`config.mk`:
```
export PLATFORM = sky130hd
export DESIGN_NAME = uart_tx_arb
export DESIGN_NICKNAME = d
export VERILOG_FILES = /design/src/rtl/uart_pkg.sv /design/src/rtl/uart_rr_pick.sv /design/src/rtl/uart_tx_arb.sv
export SDC_FILE = /design/constraint.sdc
export NUM_CORES = 1
export LEC_CHECK = 0
export BUFFER_PORTS_ARGS = -buffer_cell sky130_fd_sc_hd__buf_4
export CAP_MARGIN = 10
export CORE_ASPECT_RATIO = 0.8
export CORE_MARGIN = 5
export CORE_UTILIZATION = 58
export DETAILED_ROUTE_END_ITERATION = 10
export PLACE_DENSITY = 0.88
export SLEW_MARGIN = 20
export SYNTH_ARGS = -nofsm -noshare
export SYNTH_HDL_FRONTEND = slang
export SYNTH_SLANG_ARGS = --single-unit
export TNS_END_PERCENT = 5
```
`constraint.sdc`:
```
create_clock -name clk -period 7.6 [get_ports clk]
set_input_delay 1.14 -clock clk [delete_from_list [all_inputs] [get_ports clk]]
set_output_delay 1.14 -clock clk [all_outputs]
set_load 0.02 [all_outputs]
```
`src/rtl/uart_pkg.sv`:
```
// Shared constants, state encoding and helpers for the UART transmit-side blocks.
package uart_pkg;

  localparam int BYTE_W = 8;

  typedef enum logic {
    ST_IDLE = 1'b0,
    ST_SEND = 1'b1
  } state_t;

  // Bits needed to count 0..value-1; never below one so tiny ranges still get a port.
  function automatic int clog2(input int value);
    int w;
    w = 1;
    while ((1 << w) < value) w++;
    return w;
  endfunction

endpackage

```
`src/rtl/uart_rr_pick.sv`:
```
// Rotating-priority picker: first set request at or above base, wrapping N-1 -> 0.
module uart_rr_pick
  import uart_pkg::*;
#(
  parameter int N  = 4,
  parameter int IW = clog2(N)
) (
  input  logic [N-1:0]  req,
  input  logic [IW-1:0] base,
  output logic [N-1:0]  onehot,
  output logic [IW-1:0] idx
);

  logic found;
  int   pos;

  // Scan upward from base; wrap is explicit so non-power-of-two N works.
  always_comb begin
    // NOTE: every variable written here gets a default first, so no latch is inferred.
    onehot = '0;
    idx    = '0;
    found  = 1'b0;
    pos    = 0;
    for (int i = 0; i < N; i++) begin
      pos = int'(base) + i;
      if (pos >= N) pos = pos - N;
      if (!found && req[pos]) begin
        found       = 1'b1;
        onehot[pos] = 1'b1;
        idx         = IW'(pos);
      end
    end
  end

endmodule

```
`src/rtl/uart_tx_arb.sv`:
```
// Packet-level round-robin arbiter sharing one tx FIFO write port among N requesters.
// A grant is held until the owner's last byte; length and stall watchdogs force release.
module uart_tx_arb
  import uart_pkg::*;
#(
  parameter int N         = 4,
  parameter int MAX_LEN   = 256,
  parameter int STALL_CYC = 1024
) (
  input  logic                clk,
  input  logic                reset,
  input  logic [N-1:0]        req,
  input  logic [BYTE_W*N-1:0] req_data,
  input  logic [N-1:0]        req_last,
  output logic [N-1:0]        req_ack,
  output logic                tx_fifo_we,
  output logic [BYTE_W-1:0]   tx_fifo_wr_data,
  input  logic                tx_fifo_full,
  output logic [N-1:0]        grant,
  output logic                busy,
  output logic                trunc
);

  localparam int IW = clog2(N);
  localparam int BW = clog2(MAX_LEN);
  localparam int SW = clog2(STALL_CYC);

  localparam logic [IW-1:0] LAST_IDX    = IW'(N - 1);
  localparam logic [BW-1:0] LEN_LIMIT   = BW'(MAX_LEN - 1);
  localparam logic [SW-1:0] STALL_LIMIT = SW'(STALL_CYC - 1);

  state_t        state, state_nx;
  logic [IW-1:0] rr_ptr, owner, pick_idx;
  logic [N-1:0]  pick_onehot;
  logic [BW-1:0] byte_cnt;
  logic [SW-1:0] stall_cnt;
  logic          owner_req, owner_last, accept, release_now, force_rel;

  uart_rr_pick #(.N(N), .IW(IW)) u_pick (
    .req    (req),
    .base   (rr_ptr),
    .onehot (pick_onehot),
    .idx    (pick_idx)
  );

  // Select the owner's request, last flag and byte; decide whether a byte moves this cycle.
  always_comb begin
    owner_req       = 1'b0;
    owner_last      = 1'b0;
    tx_fifo_wr_data = '0;
    for (int i = 0; i < N; i++) begin
      if (owner == IW'(i)) begin
        owner_req       = req[i];
        owner_last      = req_last[i];
        tx_fifo_wr_data = req_data[i*BYTE_W +: BYTE_W];
      end
    end
    accept = (state == ST_SEND) && owner_req && !tx_fifo_full;
  end

  // grant is cleared asynchronously by reset, so ack and write drop at once.
  assign tx_fifo_we = accept;
  assign req_ack    = grant & {N{accept}};
  assign busy       = (state == ST_SEND);

  // Next state and release decisions: last byte, length watchdog, stall watchdog.
  always_comb begin
    state_nx    = state;
    release_now = 1'b0;
    force_rel   = 1'b0;
    case (state)
      ST_IDLE: if (|req) state_nx = ST_SEND;
      ST_SEND: begin
        if (accept) begin
          if (owner_last) begin
            release_now = 1'b1;
          end else if (byte_cnt == LEN_LIMIT) begin
            release_now = 1'b1;
            force_rel   = 1'b1;
          end
        end else if (!owner_req && stall_cnt == STALL_LIMIT) begin
          release_now = 1'b1;
          force_rel   = 1'b1;
        end
        if (release_now) state_nx = ST_IDLE;
      end
      default: state_nx = ST_IDLE;
    endcase
  end

  // State register.
  always_ff @(posedge clk or posedge reset) begin
    // NOTE: non-blocking assignments so every flop samples pre-edge values together.
    if (reset) state <= ST_IDLE;
    else       state <= state_nx;
  end

  // Grant, owner index, round-robin pointer, byte/stall counters and truncation pulse.
  always_ff @(posedge clk or posedge reset) begin
    if (reset) begin
      grant     <= '0;
      owner     <= '0;
      rr_ptr    <= '0;
      byte_cnt  <= '0;
      stall_cnt <= '0;
      trunc     <= 1'b0;
    end else begin
      trunc <= force_rel;
      case (state)
        ST_IDLE: begin
          if (|req) begin
            grant     <= pick_onehot;
            owner     <= pick_idx;
            byte_cnt  <= '0;
            stall_cnt <= '0;
          end
        end
        ST_SEND: begin
          if (release_now) begin
            grant  <= '0;
            rr_ptr <= (owner == LAST_IDX) ? '0 : owner + IW'(1);
          end else if (accept) begin
            byte_cnt  <= byte_cnt + BW'(1);
            stall_cnt <= '0;
          end else if (!owner_req && stall_cnt != STALL_LIMIT) begin
            // Backpressure with req high holds the counter; only an absent owner counts.
            stall_cnt <= stall_cnt + SW'(1);
          end
        end
        default: ;
      endcase
    end
  end

endmodule

```
# Word level (Yosys, flattened, before mapping)
# Index checks and enable logic that the tools add are counted.
[totals]
ff_bits = 28
inputBits = 43
wordCells = 140
[op_classes]
add_sub_neg = 10
magnitude_cmp = 12
eq_ne = 11
muxes = 72
n_bitwise = 5
reduce_logical = 23
[ops]
columns = ["op", "count"]
rows = [
  [">= comparator 32 x 1 -> 1 bit, second input constant", 4],
  ["< comparator 32 x 4 -> 1 bit, second input constant", 4],
  ["2-to-1 mux 32 bit", 4],
  [">= comparator 32 x 4 -> 1 bit, second input constant", 3],
  ["subtractor 32 x 4 -> 32 bit, second input constant", 3],
  ["2-to-1 mux 8 bit", 7],
  ["2-to-1 mux 10 bit", 4],
  ["2-to-1 mux 1 bit", 34],
  ["2-to-1 mux 4 bit", 6],
  ["case mux 10 bit (2 select lines)", 1],
  ["case mux 8 bit (2 select lines)", 1],
  ["bitwise OR 4 bit", 3],
  ["logical AND 1 bit", 11],
  ["adder 10 x 1 -> 10 bit, second input constant", 1],
  ["equality test 10 bit, second input constant", 1],
  ["2-to-1 mux 2 bit", 5],
  ["!= test 10 bit, second input constant", 1],
  ["adder 8 x 1 -> 8 bit, second input constant", 1],
  ["binary-select mux 1 bit (select 2 bit)", 4],
  ["demux 1 bit (select 2 bit)", 4],
  ["equality test 8 bit, second input constant", 1],
  ["case mux 4 bit (2 select lines)", 1],
  ["adder 2 x 2 -> 3 bit, second input constant", 2],
  ["AND reduction 2 bit", 3],
  ["16 further kinds", 24],
]

# Logic depth before layout (Yosys ltp)
# Gate-level depths: netlist of run 1.
[depth]
word_depth = 17
ltp_mapped = 9

# Modules after synthesis
# Synthesis of run 1 repeated with hierarchy kept, for this count alone.
[hier_totals]
hier_cells = 273
hier_area_um2 = 2341.0
[by_module_without_submodules]
columns = ["mod", "instances", "cells_each", "area_each_um2", "seq_area_each_um2"]
rows = [
  ["uart_tx_arb", 1, 224, 1884.3, 700.7],
  ["uart_rr_pick", 1, 49, 456.7, 0.0],
]

# Worst setup path before layout of run 1
# No wires, ideal clock.
[synth_timing]
path_kind = "input to output"
start = "in tx_fifo_full"
end = "out req_ack[0]"
arrival_time_ps = 2239
slack_ps = 4221
stages = 3
n_path_buf = 0
cell_sequence = "nand2b_1 a2111oi_4 and2_1"
[synth_via]
elab_chain_cells = 3
[synth_lines]
columns = ["element", "line", "source"]
rows = [
  ["start, declared", "uart_tx_arb.sv:18", "input logic tx_fifo_full,"],
  ["logical NOT 1 bit", "uart_tx_arb.sv:58", "accept = (state == ST_SEND) && owner_req && !tx_fifo_full;"],
  ["logical AND 1 bit", "uart_tx_arb.sv:58", ""],
  ["named net tx_fifo_we", "uart_tx_arb.sv:16", "output logic tx_fifo_we,"],
  ["bitwise AND 4 bit", "uart_tx_arb.sv:63", "assign req_ack = grant & {N{accept}};"],
  ["end, declared", "uart_tx_arb.sv:15", "output logic [N-1:0] req_ack,"],
]
# The timed path passes the listed nets, and every way through them passes these cells.

# Worst setup path after layout of run 1
[layout_timing]
start = "reg owner[0]"
end = "out req_ack[2]"
[layout_via]
elab_chain_cells = 8
elab_cells_between_ends = 11
[layout_lines]
columns = ["element", "line", "source"]
rows = [
  ["start, declared", "uart_tx_arb.sv:33", "logic [IW-1:0] rr_ptr, owner, pick_idx;"],
  ["start signal, assigned", "uart_tx_arb.sv:113", "owner <= pick_idx;"],
  ["logical NOT 2 bit", "uart_tx_arb.sv:52", "if (owner == IW'(i)) begin"],
  ["2-to-1 mux 1 bit (3 in a row)", "uart_tx_arb.sv:52", ""],
  ["2-to-1 mux 1 bit (*)", "uart_tx_arb.sv:52", ""],
  ["logical AND 1 bit (*) (2 in a row)", "uart_tx_arb.sv:58", ""],
  ["bitwise AND 4 bit (*)", "uart_tx_arb.sv:63", ""],
]
# Mark *: on every way between the ends. The rest lies on a longest branch, timed or not.

==> flow_summary_export.csv, run 1 <==
group,metric,value,unit
layout,final_area,2910,sq um
global_route,grt_start_max_net_pins,29,
layout,drive_above_1_share,24.4,%
sta,tightest_slew,792,ps
layout,syn_to_final_growth,21.6,%
setup_path,slowest_stage,"ha_1",
outcome,status,"complete, no violations",
cts,clk_latency,280,ps
synth,yosys-top-cells-area,"dfrtp_1 29%, o21ai_0 5.4%, ha_1 5.2%, nand2_1 4.7%, a21oi_1 4.6%",
cts,path_clk_slew,90,ps
synth,synth_cells,281,
floorplan,rows,20,
layout,nets,386,
synth,synth.avg_cell_area,8.52,sq um
synth,yosys.area.top_type,"dfrtp_1",
synth,synthDistinctLibCells,64,
setup_path,reg2reg_from,"owner[0]$_DFFE_PP0P_",
global_route,antenna_found_initial,0,
route,routedWlPerCell,16.3,microns
cts,cts_hold_buf,0,
setup_path,cp-start-kind,"flip-flop",
global_route,grtUsageTotal,23.7,%
global_route,grt_pass1_wl,10400,microns
synth,synth-warning-count,0,
cts,clockRootBuffer,"clkbuf_8",
pwr,p_seq_share,24.1,%
route,drt_iter0_markers,187,
sta,finalSetupTns,0,ps
placement,dp_hpwl,4750,microns
sta,finClkSkew,4.02,ps
pwr,sw_frac_of_total,49.4,%
cts,cts_buffer_depth,2,
sta,max_freq,270,MHz
sta,rsz0062_at_grt,"no",
route,first_pass_iters,4,
worst_hold_path,hold_path.class,"flip-flop to flip-flop",
setup_path,cp.required,6460,ps
layout,final_cell_mix,"61 x buf_4, 30 x nand2_1, 28 x dfrtp_1",
pwr,irDropWorstVdd,238,uV
layout,fillers,325,
floorplan,die_area,5520,sq um
pwr,power_frac_comb,67.0,%
worst_hold_path,min-delay-start,"stall_cnt[7]$_DFFE_PP0P_",
cts,cts-buffers-inserted,3,
sta,finalSetupViolCount,0,
floorplan,chipHeight,67.5,microns
synth,synth-seq-area-share,29.3,%
worst_hold_path,hold_depth,1,
floorplan,ios,62,
placement,postPlaceCellArea,2860,sq um
synth,synth_enable_flop_cells,0,
setup_path,crit_chain,"inv_1, ha_1, a211oi_4, a2111oi_4, and2_1, buf_4",
setup_path,end_kind,"output pin",
cts,clock_sinks,28,
synth,synth-seq-cells,28,
setup_path,critPathArrivalTime,2560,ps
route,via_per_inst,6.22,
placement,gp_congestion,0.906,
setup_path,r2r-end,"byte_cnt[0]$_DFFE_PP0P_",
cts,cts_tree,"yes",
setup_path,crit_type,"flip-flop to output pin",
floorplan,die_w,81.8,microns
global_route,grt_pass1_vias,2266,
cts,post_cts_buffers,0,
synth,yosys_most_used_dff,"dfrtp_1",
flow_run,drv_cap,0,
synth,syn_area,2390,sq um
sta,fin_crit,3700,ps
setup_path,crit_path_max_fanout,20,
layout,diodes,0,
sta,hold_viol,0,
layout,final_common_cell,"buf_4",
floorplan,core,3900,sq um
pwr,p_clk_share,8.9,%
synth,ys_async_sr_fraction,100,%
worst_hold_path,hold-path-endpoint,"stall_cnt[7]$_DFFE_PP0P_",
pwr,p_leak,1.31,nW
route,ant_nets,0,
setup_path,crit_family,"compound AO/OA/AOI/OAI gates",
pwr,p_sw,0.516,mW
cts,htreeDepth,1,
route,routed_wl,6310,microns
route,drcViolationCount,0,
pwr,p_int,0.528,mW
placement,port_buffers,61,
sta,period_share,48.7,%
global_route,grt-ovfl-total,0,
floorplan,start_util,61.3,%
synth,yosys.area.top_type_share,29.3,%
setup_path,ff2ff_setup_slack,4600,ps
route,vias,2406,
setup_path,cp_num_buf_inv,2,
setup_path,critical-path-max-stage-delay,620,ps
cts,ctsResizeCount,0,
sta,slew_headroom,47.2,%
setup_path,rr_worst_depth,7,
sta,slew_viol_final,0,
synth,syn-num-nets,334,
pwr,p_per_area,359,nW/um^2
-- synth_stat cells (6+ instances only) --
master / number
nand3_1: 9
nand2_1: 30
nand3b_1: 9
inv_1: 12
and2_1: 7
nor2_1: 16
a22oi_1: 6
a21oi_1: 22
clkbuf_1: 10
o21ai_0: 26
dfrtp_1: 28
ha_1: 10
-- layout make-up --
| class | count | area [sq um] | share of cell area (%) |
|---|---|---|---|
| Clock buffer | 4 | 55.1 | 1.89 |
| Inverter | 12 | 45.0 | 1.55 |
| Multi-Input combinational cell | 227 | 1580 | 54.4 |
| Sequential cell | 28 | 701 | 24.1 |
| Tap cell | 55 | 68.8 | 2.36 |
| Timing Repair Buffer | 61 | 458 | 15.7 |
-- stage by stage --
stage	utilization [%]	cells	total power, mW	worst slack [ps]	hold slack, ps
2_1_floorplan	-	281	0.756	4220	475
3_3_place_gp	73.2	383	0.926	4120	508
3_5_place_dp	73.2	383	0.950	4070	507
4_1_cts	74.6	387	1.04	3900	522
5_1_grt	74.6	387	1.13	3660	558
6_report	74.6	387	1.04	3900	525
-- how the worst max path moves through the flow --
stage / start / endpoint / slack [ps] / depth (start not counted)
after floorplan: tx_fifo_full / req_ack[0] / 4220 / 3
after global placement: req[3] / req_ack[0] / 4120 / 5
after detailed placement: req[3] / req_ack[2] / 4070 / 5
after CTS: owner[0]$_DFFE_PP0P_ / req_ack[1] / 3900 / 6
after global routing: owner[0]$_DFFE_PP0P_ / req_ack[1] / 3660 / 6
final: owner[0]$_DFFE_PP0P_ / req_ack[2] / 3900 / 6
-- flip-flops by register name (all words and copies together), names as in the netlist --
signal and flops:
busy 1, byte_cnt 8, grant 4, owner 2, rr_ptr 2, stall_cnt 10, trunc 1
-- cells by family (layout without fill, tap and decap cells) --
kind of cell / after synthesis / after routing / share of synthesized area, %
flip-flops: 28 / 28 / 29.3
AND/OR/NAND/NOR: 109 / 109 / 26.3
adder cells (fa/ha/maj): 10 / 10 / 5.22
AO/OA/AOI/OAI: 101 / 101 / 30.5
multiplexers: 7 / 7 / 4.13
buffers and inverters: 26 / 77 / 4.60
-- layer usage --
metal / global-route usage [%] / share of wire, %
met4: 6.43 / 1.3
met1: 32.5 / 43
met2: 38.5 / 50
met3: 4.00 / 5.7
met5: 0 / 0
-- worst reg2reg max path, stage by stage, from the launching register on --
cell,delay (ps)
dfrtp_1,420
inv_1,120
ha_1,620
nor3b_4,460
a2111oi_4,130
o21ai_1,360
nand3_1,400
mux2_2,380
-- power by group through the flow --
stage	Clock, mW	Sequential, mW	Combinational [mW]
floorplan	0	0.240	0.516
global placement	0	0.250	0.676
detailed placement	0	0.253	0.697
CTS	0.0945	0.250	0.697
global route	0.102	0.260	0.771
finish	0.0932	0.252	0.700
(Power assumes the default switching activity.)
==> run 2: changes to the inputs <==
CORE_UTILIZATION = 54   (was 58)
PLACE_DENSITY = 0.83   (was 0.88)
clock period = 3.54 ns   (was 7.6 ns; I/O delays follow)
==> run 2 against run 1 <==
Sequential share of layout area about the same. Clock power increased by 82%. Core utilization decreased by 5.8 points. First-iteration DRC count decreased by 39%. Non-clock buffer count increased by 1. Largest cell class unchanged.
==> flow_summary_export.csv, run 2 (same netlist as run 1, synthesis figures left out) <==
group,metric,value,unit
global_route,grt_pass1_vias,2091,
pwr,p_per_area,758,nW/um^2
setup_path,crit_type,"flip-flop to output pin",
layout,regMostFlops,"stall_cnt",
sta,slew_headroom,46.6,%
cts,post_cts_buffers,0,
pwr,p_leak,1.30,nW
global_route,grtUsageTotal,20.3,%
placement,dp_hpwl,4670,microns
cts,clk_latency,270,ps
layout,final_cell_mix,"62 x buf_4, 30 x nand2_1, 28 x dfrtp_1",
flow_run,drv_cap,0,
pwr,irDropWorstVdd,406,uV
setup_path,reg2reg_from,"owner[1]$_DFFE_PP0P_",
setup_path,critPathArrivalTime,2490,ps
layout,top_regs,"stall_cnt x10, byte_cnt x8, grant x4",
global_route,use_met1,28.9,%
route,drt_iter0_markers,114,
route,drcViolationCount,0,
floorplan,chipHeight,69.6,microns
cts,cts_buffer_depth,2,
setup_path,cp-startpoint,"owner[1]$_DFFE_PP0P_",
sta,setup_ws,522,ps
placement,place_ws,677,ps
sta,hold_viol,0,
floorplan,core,4230,sq um
cts,clock_sinks,28,
floorplan,die_w,84.5,microns
worst_hold_path,hold_path.class,"primary input to asynchronous set/reset pin",
sta,rsz0062_at_grt,"no",
route,routed_wl,6100,microns
layout,largest_reg_flops,10,
cts,htreeDepth,1,
sta,slew_viol_final,0,
sta,finClkSkew,4.20,ps
sta,fin_crit,3020,ps
sta,period_share,85.3,%
global_route,gr-max-usage-layer,"met2",
global_route,grt_use_met3,2.73,%
setup_path,cp.required,3010,ps
floorplan,start_util,56.6,%
layout,fillers,359,
floorplan,die_area,5880,sq um
global_route,met2_usage,33.8,%
cts,ctsResizeCount,0,
route,first_pass_iters,4,
floorplan,rows,21,
placement,port_buffers,61,
route,routedWlPerCell,15.7,microns
cts,cts-buffers-inserted,3,
setup_path,cp-start-kind,"flip-flop",
global_route,grt_pass1_wl,10200,microns
placement,gp_congestion,0.943,
cts,cts_hold_buf,0,
floorplan,ios,62,
setup_path,crit_path_max_fanout,19,
route,ant_nets,0,
route,via_per_inst,6.15,
layout,diodes,0,
outcome,status,"complete, no violations",
layout,syn_to_final_growth,21.4,%
global_route,grt_start_max_net_pins,29,
global_route,grt-ovfl-total,0,
layout,drive_above_1_share,24.4,%
layout,nets,387,
route,vias,2391,
cts,cts_tree,"yes",
layout,final_common_cell,"buf_4",
sta,holdWs,321,ps
global_route,antenna_found_initial,0,
sta,max_freq,331,MHz
sta,finalSetupViolCount,0,
setup_path,end_kind,"output pin",
layout,final_util,68.7,%
cts,path_clk_slew,90,ps
sta,finalSetupTns,0,ps
cts,clockRootBuffer,"clkbuf_8",
sta,tightest_slew,801,ps
==> run 2: changes by cell type in the layout (fill, tap and decap cells not counted) <==
cell,before,now
buf_4,61,62
clkbuf_8,4,3
==> run 2: worst paths after layout <==
kind	cells past startpoint	endpoint	slack [ps]
setup / recovery	6	req_ack[2]	520
hold / removal	2	grant[2]$_DFFE_PP0P_	320
setup reg to reg	7	byte_cnt[5]$_DFFE_PP0P_	670
hold reg to reg	1	byte_cnt[1]$_DFFE_PP0P_	530
max in group asynchronous	2	byte_cnt[3]$_DFFE_PP0P_	2830
min in group clk	1	byte_cnt[1]$_DFFE_PP0P_	530
==> run 2: stage by stage <==
stage,power [mW],cell area (sq um),std cells
global route,2.40,2910,389
finish,2.20,2910,389
detailed placement,2.03,2870,386
floorplan,1.62,2390,281
CTS,2.20,2910,389
global placement,2.00,2870,386
==> run 2: per-layer routing <==
| layer | share of wire (%) | up-vias |
|---|---|---|
| li1 | - | 1168 |
| met1 | 45 | 1162 |
| met2 | 50 | 59 |
| met3 | 4.1 | 2 |
| met4 | 0.23 | 0 |
| met5 | 0 | - |
==> run 2: cell type report <==
class	instances	area (sq um)	area share, %
inverter	12	45.0	1.55
multi-input combinational	227	1580	54.5
timing repair buffer	62	465	16.0
clock buffer	3	41.3	1.42
sequential	28	701	24.1
tap	57	71.3	2.45
==> run 2: report_power, final <==
group	switching, mW	total (mW)	internal, mW
Clock	0.0937	0.170	0.0764
Sequential	0.130	0.539	0.409
Combinational	0.863	1.49	0.631
==> run 2: worst max-delay path, cell delays in order (launching register included) <==
cell	delay, ps
dfrtp_1	410
inv_1	110
ha_1	550
a211oi_4	190
a2111oi_4	620
and2_1	210
buf_4	140
